<file path="config.mk">
export PLATFORM = sky130hd
export DESIGN_NAME = ctrl_decode_seq
export DESIGN_NICKNAME = d
export VERILOG_FILES = /design/src/rtl/ctrl_decode_seq.sv
export SDC_FILE = /design/constraint.sdc
export NUM_CORES = 1
export LEC_CHECK = 0
export CAP_MARGIN = 5
export CELL_PAD_IN_SITES_DETAIL_PLACEMENT = 2
export CELL_PAD_IN_SITES_GLOBAL_PLACEMENT = 2
export CORE_MARGIN = 2
export CORE_UTILIZATION = 26
export DETAILED_ROUTE_END_ITERATION = 10
export MAX_ROUTING_LAYER = met4
export PLACE_DENSITY_LB_ADDON = 0.1
export SKIP_LAST_GASP = 1
export SLEW_MARGIN = 10
export SYNTH_ARGS = -nofsm -noshare
export SYNTH_HDL_FRONTEND = slang
export SYNTH_SLANG_ARGS = --single-unit
</file>
<file path="constraint.sdc">
create_clock -name clk -period 3 [get_ports clk]
set_clock_uncertainty 0.15 [all_clocks]
set_input_delay 0.9 -clock clk [delete_from_list [all_inputs] [get_ports clk]]
set_output_delay 0.9 -clock clk [all_outputs]
set_load 0.01 [all_outputs]
</file>
<file path="src/rtl/ctrl_decode_seq.sv">
// ctrl_decode_seq: decodes the ID-stage instruction into the EX control
// bundle, holds it in the ID/EX control register (stall / flush / bubble),
// latches and prioritises masked interrupt lines, and tracks a multi-cycle
// MULT/DIV unit whose busy window stalls dependent instructions in ID.
module ctrl_decode_seq #(
  parameter  int NUM_IRQ     = 4,
  parameter  int MDU_LATENCY = 32,
  localparam int IRQ_W       = (NUM_IRQ > 1) ? $clog2(NUM_IRQ) : 1,
  localparam int CNT_W       = $clog2(MDU_LATENCY + 1)
) (
  input  logic               clk,
  input  logic               reset,
  input  logic               id_valid,
  input  logic [5:0]         OpCode,
  input  logic [5:0]         Funct,
  input  logic [1:0]         RegimmFunct,
  input  logic [NUM_IRQ-1:0] irq,
  input  logic [NUM_IRQ-1:0] irq_mask,
  input  logic               kernel_mode,
  input  logic               ex_stall,
  input  logic               flush,
  output logic               id_stall,
  output logic               mdu_busy,
  output logic               ex_valid,
  output logic               ex_RegWrite,
  output logic               ex_MemRead,
  output logic               ex_MemWrite,
  output logic               ex_ALUSrc1,
  output logic               ex_ALUSrc2,
  output logic               ex_ExtOp,
  output logic               ex_LuOp,
  output logic               ex_Exception,
  output logic               ex_Interrupt,
  output logic [1:0]         ex_PCSrc,
  output logic [1:0]         ex_RegDst,
  output logic [1:0]         ex_MemtoReg,
  output logic [2:0]         ex_Branch,
  output logic [3:0]         ex_ALUOp,
  output logic [IRQ_W-1:0]   ex_irq_cause
);

  typedef struct packed {
    logic             valid;
    logic             reg_write;
    logic             mem_read;
    logic             mem_write;
    logic             alu_src1;
    logic             alu_src2;
    logic             ext_op;
    logic             lu_op;
    logic             exception;
    logic             interrupt;
    logic [1:0]       pc_src;
    logic [1:0]       reg_dst;
    logic [1:0]       mem_to_reg;
    logic [2:0]       branch;
    logic [3:0]       alu_op;
    logic [IRQ_W-1:0] irq_cause;
  } ctrl_t;

  // Lowest-numbered pending line wins.
  function automatic logic [IRQ_W-1:0] lowest_idx(input logic [NUM_IRQ-1:0] v);
    logic [IRQ_W-1:0] idx;
    idx = '0;
    for (int i = NUM_IRQ - 1; i >= 0; i--) begin
      if (v[i]) begin
        idx = IRQ_W'(i);
      end
    end
    return idx;
  endfunction

  // Trap entry (interrupt or illegal opcode): write the link register,
  // suppress memory access and any control transfer.
  function automatic ctrl_t apply_trap(input ctrl_t c);
    ctrl_t r;
    r            = c;
    r.reg_write  = 1'b1;
    r.reg_dst    = 2'b11;
    r.mem_to_reg = 2'b10;
    r.mem_read   = 1'b0;
    r.mem_write  = 1'b0;
    r.branch     = 3'b000;
    r.pc_src     = 2'b00;
    return r;
  endfunction

  ctrl_t              ex_q, ex_d, dec_s;
  logic               illegal_s;
  logic               flush_pend_q, flush_pend_d;
  logic [NUM_IRQ-1:0] irq_pend_q, irq_pend_d, ack_s;
  logic [CNT_W-1:0]   cnt_q, cnt_d;
  logic               is_rtype_s, mdu_op_s, mdu_dep_s, take_irq_s, mdu_load_s;
  logic [IRQ_W-1:0]   irq_idx_s;

  assign is_rtype_s = (OpCode == 6'h00);
  assign mdu_op_s   = is_rtype_s && (Funct[5:2] == 4'b0110);
  assign mdu_dep_s  = is_rtype_s && ((Funct == 6'h10) || (Funct == 6'h12) || (Funct[5:2] == 4'b0110));
  assign take_irq_s = (irq_pend_q != '0) && !kernel_mode;
  assign irq_idx_s  = lowest_idx(irq_pend_q);
  assign mdu_busy   = (cnt_q != '0);
  assign id_stall   = ex_stall | (mdu_busy & mdu_dep_s);

  // Combinational instruction decode; anything not listed decodes to zero.
  always_comb begin
    dec_s              = '0;
    dec_s.reg_write    = 1'b1;
    dec_s.ext_op       = 1'b1;
    dec_s.alu_op[3]    = OpCode[0];
    illegal_s          = 1'b0;
    case (OpCode)
      6'h00: begin
        dec_s.reg_dst     = 2'b01;
        dec_s.alu_op[2:0] = 3'b010;
        case (Funct)
          6'h00, 6'h02, 6'h03: dec_s.alu_src1 = 1'b1;
          6'h08: begin
            dec_s.pc_src    = 2'b10;
            dec_s.reg_write = 1'b0;
          end
          6'h09: begin
            dec_s.pc_src     = 2'b10;
            dec_s.mem_to_reg = 2'b10;
          end
          6'h18, 6'h19, 6'h1a, 6'h1b: dec_s.reg_write = 1'b0;
          default: dec_s.alu_src1 = 1'b0;
        endcase
      end
      6'h01: begin
        dec_s.branch     = RegimmFunct[0] ? 3'b110 : 3'b101;
        dec_s.reg_write  = RegimmFunct[1];
        dec_s.reg_dst    = 2'b10;
        dec_s.mem_to_reg = 2'b10;
      end
      6'h02: begin
        dec_s.pc_src    = 2'b01;
        dec_s.reg_write = 1'b0;
      end
      6'h03: begin
        dec_s.pc_src     = 2'b01;
        dec_s.reg_dst    = 2'b10;
        dec_s.mem_to_reg = 2'b10;
      end
      6'h04: begin
        dec_s.branch      = 3'b001;
        dec_s.reg_write   = 1'b0;
        dec_s.alu_op[2:0] = 3'b001;
      end
      6'h05: begin
        dec_s.branch    = 3'b010;
        dec_s.reg_write = 1'b0;
      end
      6'h06: begin
        dec_s.branch    = 3'b011;
        dec_s.reg_write = 1'b0;
      end
      6'h07: begin
        dec_s.branch    = 3'b100;
        dec_s.reg_write = 1'b0;
      end
      6'h08, 6'h09: dec_s.alu_src2 = 1'b1;
      6'h0a, 6'h0b: begin
        dec_s.alu_src2    = 1'b1;
        dec_s.alu_op[2:0] = 3'b101;
      end
      6'h0c: begin
        dec_s.alu_src2    = 1'b1;
        dec_s.ext_op      = 1'b0;
        dec_s.alu_op[2:0] = 3'b100;
      end
      6'h0d: begin
        dec_s.alu_src2    = 1'b1;
        dec_s.ext_op      = 1'b0;
        dec_s.alu_op[2:0] = 3'b110;
      end
      6'h0f: begin
        dec_s.alu_src2 = 1'b1;
        dec_s.lu_op    = 1'b1;
      end
      6'h23: begin
        dec_s.alu_src2   = 1'b1;
        dec_s.mem_read   = 1'b1;
        dec_s.mem_to_reg = 2'b01;
      end
      6'h2b: begin
        dec_s.alu_src2  = 1'b1;
        dec_s.mem_write = 1'b1;
        dec_s.reg_write = 1'b0;
      end
      default: illegal_s = 1'b1;
    endcase
  end

  // ID/EX next state: stall holds, flush (now or remembered) and ID stalls
  // insert bubbles, otherwise load the decode with trap overrides.
  always_comb begin
    ex_d         = ex_q;
    flush_pend_d = flush_pend_q;
    ack_s        = '0;
    mdu_load_s   = 1'b0;
    if (ex_stall) begin
      flush_pend_d = flush_pend_q | flush;
    end else if (flush || flush_pend_q) begin
      ex_d         = '0;
      flush_pend_d = 1'b0;
    end else if (id_stall || !id_valid) begin
      ex_d = '0;
    end else begin
      ex_d       = dec_s;
      ex_d.valid = 1'b1;
      if (take_irq_s) begin
        ex_d           = apply_trap(ex_d);
        ex_d.interrupt = 1'b1;
        ex_d.exception = 1'b0;
        ex_d.irq_cause = irq_idx_s;
        ack_s          = NUM_IRQ'(1'b1) << irq_idx_s;
      end else if (illegal_s) begin
        ex_d           = apply_trap(ex_d);
        ex_d.exception = 1'b1;
      end else begin
        mdu_load_s = mdu_op_s;
      end
    end
  end

  // Sticky pending interrupts; a fresh request beats a same-edge acknowledge.
  always_comb begin
    irq_pend_d = (irq_pend_q & ~ack_s) | (irq & irq_mask);
  end

  // MDU busy counter: reload on a MULT/DIV load, else count down to zero.
  always_comb begin
    if (mdu_load_s) begin
      cnt_d = CNT_W'(MDU_LATENCY);
    end else if (cnt_q != '0) begin
      cnt_d = cnt_q - CNT_W'(1);
    end else begin
      cnt_d = cnt_q;
    end
  end

  // State registers with synchronous reset.
  always_ff @(posedge clk) begin
    if (reset) begin
      ex_q         <= '0;
      flush_pend_q <= 1'b0;
      irq_pend_q   <= '0;
      cnt_q        <= '0;
    end else begin
      ex_q         <= ex_d;
      flush_pend_q <= flush_pend_d;
      irq_pend_q   <= irq_pend_d;
      cnt_q        <= cnt_d;
    end
  end

  assign ex_valid     = ex_q.valid;
  assign ex_RegWrite  = ex_q.reg_write;
  assign ex_MemRead   = ex_q.mem_read;
  assign ex_MemWrite  = ex_q.mem_write;
  assign ex_ALUSrc1   = ex_q.alu_src1;
  assign ex_ALUSrc2   = ex_q.alu_src2;
  assign ex_ExtOp     = ex_q.ext_op;
  assign ex_LuOp      = ex_q.lu_op;
  assign ex_Exception = ex_q.exception;
  assign ex_Interrupt = ex_q.interrupt;
  assign ex_PCSrc     = ex_q.pc_src;
  assign ex_RegDst    = ex_q.reg_dst;
  assign ex_MemtoReg  = ex_q.mem_to_reg;
  assign ex_Branch    = ex_q.branch;
  assign ex_ALUOp     = ex_q.alu_op;
  assign ex_irq_cause = ex_q.irq_cause;

endmodule

</file>
After elaboration in Yosys (flattened, before gate mapping)
Cells that the tools add are included.

storage, ports and cells
  word-level logic and storage cells = 120
  flip-flop bits (word level) = 36
  input bits = 28
  output and inout bits = 27

operators by class
  reduce and logical (&&, ||, !) cells = 26
  shift-type cells = 1
  eq/ne operators = 27
  multiplexer cells = 38
  $add $sub $neg = 1
  bitwise operators = 7

operators with widths
  kind                   number
  $eq A6 B4 Y1 const B   9
  $mux W25               2
  $mux W24               2
  $eq A6 B5 Y1 const B   6
  $pmux W3 S5            2
  $eq A6 B2 Y1 const B   4
  $eq A6 B3 Y1 const B   4
  $reduce_or A17 Y1      1
  $mux W4                4
  $mux W1                15
  $mux W2                7
  $eq A6 B6 Y1 const B   2
  $logic_not A6 Y1       2
  $mux W6                2
  $reduce_or A2 Y1       6
  $reduce_or A9 Y1       1
  $and A4 B4 Y4          2
  $pmux W2 S2            2
  $eq A6 B1 Y1 const B   1
  $pmux W2 S3            1
  $reduce_bool A6 Y1     1
  $reduce_or A6 Y1       1
  $sub A6 B1 Y6 const B  1
  $reduce_or A5 Y1       1
  other kinds (13)       21

Depth between registers and ports, before layout
  word-level depth = 13
  depth in mapped cells = 8
  gate-level depth less buffers = 6

Least setup slack after synthesis
OpenSTA, ideal clock, no wires.

  path kind = input to output
  start point = input port OpCode[5]
  end point = output port id_stall
  stages on the path = 4
  required time = 1950 ps
  setup slack = 3 ps
  path buffers = 1
  arrival time = 1947 ps
  cell sequence = buf_6 > nor4_4 > nand3_4 > o31ai_1

between the ends
  longest elaborated chain between the ends = 4

RTL lines
  item                 RTL line  source
  start: declaration   14        input logic [5:0] OpCode,
  $logic_not A6 Y1     96        assign is_rtype_s = (OpCode == 6'h00);
  $logic_and A1 B1 Y1  98        assign mdu_dep_s = is_rtype_s && ((Funct == 6'h10) || (Funct == 6'h12) || (Funct[5:2] == 4'b0110));
  $and A1 B1 Y1        102       assign id_stall = ex_stall | (mdu_busy & mdu_dep_s);
  $or A1 B1 Y1         102
  end: declaration     22        output logic id_stall,

No other way between the ends.

Worst setup path in the final report
  start point = input port Funct[0]
  end point = output port id_stall

between the ends
  longest elaborated chain between the ends = 6
  elaborated cells on any way between the ends = 7
  those cells by class = eq/ne (2); bitwise (2); reduce/logical (3)

RTL lines
  item                               RTL line  source
  start: declaration                 15        input logic [5:0] Funct,
  $eq A6 B5 Y1                       98
  $logic_or A1 B1 Y1 * (2 in a row)  98
  $logic_and A1 B1 Y1 *              98
  $and A1 B1 Y1 *                    102
  $or A1 B1 Y1 *                     102

Mark *: on every way between the ends. The rest lies on a longest branch, timed or not.

==> reports/results.ini <==
[yosys]
synth_warn=0
synth_area_leaders=dfxtp_1 42%, nand2_1 5.6%, a22o_1 4.1%, a32o_1 3.5%, nor2_1 3.5%
synth.most_common_cell=dfxtp_1
synth_top_area_share_pct=41.7
netlist_area_before_placement_um2=1730
synth.top_cells.by_count=36 x dfxtp_1, 26 x nand2_1, 16 x nor2_1
synth_simple_gate_area_share_pct=22.2
syn_inst=194
post_synth.cell_area_avg_um2=8.91
synth_top_family_by_area=compound AO/OA/AOI/OAI gates
compound_cell_area_share_of_the_yosys_netlist_pct=26.5
synthDominantAreaCellType=dfxtp_1
asyncSetResetFlopFracSynth_pct=0
synthMuxAreaShare_pct=0
synth-seq-area-share_pct=41.7
synth-seq-cells=36
yosys.area_share.adder_pct=1.45
synth-xor-area-share_pct=3.04
ys.flop_type=dfxtp_1
post_synth_num_cell_types=48
post_synth_edffs=0
mappedNetlistNets=224

[placed_design]
finalWeightedCongestion=0.780
port-buffer-count=54
place_worst_setup_slack_ns=-0.853
post_dp_cell_area_um2=2560
dpl.cell_count=349
placed_wire_length_estimate_um=4440

[floorplanning]
fp.coreArea_um2=6390
std_cell_rows=29
design.die.area_um2=7310
initial_core_util_pct=27.1
top_level_ports=55
die_w_um=85.5
die_height_um=85.5

[drt]
detailedRoute.firstPassIterationCount=4
wl_per_cell_um=16.0
detailroute.via_count=1788
drc=0
postRouteWirelength_um=5750
route.detailed.vias_per_inst=4.97
final_antenna_violating_net_count=0
number_of_drc_markers_in_iteration_0=35

[setup_path]
critPathRequiredTime_ns=1.95
crit_path_top_delay_cell=clkdlybuf4s50_1
worstPathArrival_ns=1.89
critical-path-max-stage-delay_ns=0.49
critical_path_class=in2out
cp_cell_sequence=clkdlybuf4s50_1 > inv_2 > o21ai_2 > o31ai_4 > buf_2
start_kind=input pin
worstPathMaxFanout=2
reg2reg_slack_ns=0.72
end_kind=output port

[clocking]
numCtsBuffers=5
cts_tree=built
cts_htree_levels=2
cts.clk_slew.worst_paths_ns=0.07
clock_insertion_delay_at_the_later_pin_of_the_skew_report_ns=0.28
tritoncts_num_sinks=36
cts_root_buf=clkbuf_8
cts.hold.buffers_added=0
clockBufferDepth=2

[layout]
final-seq-area_um2=721
syn2layout_area_growth_pct=55.0
multi_input_comb_area_um2=941
layout.cells.non_filler=360
final_cell_area_um2=2680
num_antenna_cells=0
nFillCells=710
finish.net_count=312
drive_above_1_share_pct=23.7
utilization_pct=41.9

[sta]
grt_setup_unrepaired=true
timing.slew.headroom_pct=70.6
hold-worst-slack_ns=0.296
worst_slack_ns=0.0566
period_minus_slack_ns=2.94
drv_slew=0
layout_worst_path_cycle_share_pct=98.1
setup_viol_count_final=0
tightest_slew_ns=0.437
clock.fmax_mhz=340
final-hold-violation-count=0

[worst_hold_path]
min-delay-path-class=reg2reg

[power]
power.density_nw_per_um2=506
p_sw_uw=440
swShare_pct=32.5
worst_ir_drop_vdd_mv=0.382
power.combinational.fraction_pct=32.3
power.internal_uw=915
p_leak_nw=1.09
share_seq_of_total_power_pct=41.3
clock_power_share_pct=26.4

[grt]
grt_usage_pct=17.2
wire_length_of_the_first_global_routing_pass_um=9700
antenna_violations_before_repair=0
grt_pass1_vias=1962
globalRoute.totalOverflow=0
pin_count_of_the_biggest_net_entering_global_routing=17

[job]
maxCapViolCount=0

[status]
outcome=completed

logic make-up (layout without fill, tap and decap cells):
family          count (synthesis)  count (layout)
compound gates                 59              59
xor+xnor                        6               6
fa+ha+maj                       2               2
buf+inv                        19             108
flops                          36              36
simple gates                   72              72
worst max-delay path: cells and delay by family:
family / cells / cell delay [ns]
compound gates: 2 / 0.30
buf+inv: 3 / 0.68
cells in the final DEF, fill, tap and decap left out, drive strengths merged, types with 2 or more instances in the layout:
master,instances
o21ai,10
dlygate4sd2,6
clkinv,2
xnor2,4
a2111oi,2
a32o,6
a21oi,9
a31oi,2
o41ai,2
buf,40
nor2b,2
xor2,2
clkdlybuf4s50,43
and3,2
o311ai,3
o31ai,6
nor3,8
or2,2
inv,9
a22o,9
a21o,2
nand3,6
nor4,2
nand2b,3
nor2,17
ha,2
clkbuf,7
o21a,2
dfxtp,36
nand2,26
power by group through the flow:
stage                     clock, mW  combinational [mW]  sequential, mW
after CTS                     0.373               0.449           0.560
after global placement            0               0.425           0.571
final                         0.358               0.438           0.560
after detailed placement          0               0.440           0.571
after floorplan                   0               0.267           0.566
after global routing          0.393               0.494           0.569
registers in the layout, indices dropped and copies added, names as in the netlist, 2 cells and up:
name	count
cnt_q	6
ex_ALUOp	4
ex_Branch	3
ex_MemtoReg	2
ex_PCSrc	2
ex_RegDst	2
ex_irq_cause	2
irq_pend_q	4
final cells by class:
class | instances | area share (%)
Multi-Input combinational cell | 139 | 35.1
Timing Repair Buffer | 91 | 29.6
Sequential cell | 36 | 26.9
Tap cell | 77 | 3.60
Clock buffer | 6 | 3.08
Inverter | 9 | 1.26
Clock inverter | 2 | 0.374
metal layers:
layer  wire (um)  global-route usage [%]  up-vias
met5           0                       -        -
met4          55                    4.33        0
met3         159                    3.27        7
met2        2860                    28.9       34
met1        2680                    21.3      865
li1            -                       -      882
through the flow:
step / setup TNS [ns] / power (mW)
after floorplan: 0 / 0.833
after global placement: -1.26 / 0.996
after detailed placement: -1.55 / 1.01
after CTS: 0 / 1.38
after global routing: -0.00725 / 1.46
final: 0 / 1.36
repair_timing:
action / CTS / global route
setup buffers: 2 / 1
resized for setup: 25 / 3
pin swaps: 5 / 2
cloned: 0 / 0
setup endpoints to repair: 1 / 2
worst paths after layout:
path                                from             end  depth (start not counted)
worst min register to register  ex_valid        ex_valid                          2
worst max-delay path            Funct[0]        id_stall                          5
worst max register to register  cnt_q[0]  ex_MemtoReg[0]                          8
worst min-delay path            ex_valid        ex_valid                          2
No activity file was read; power rests on OpenSTA's default activity.
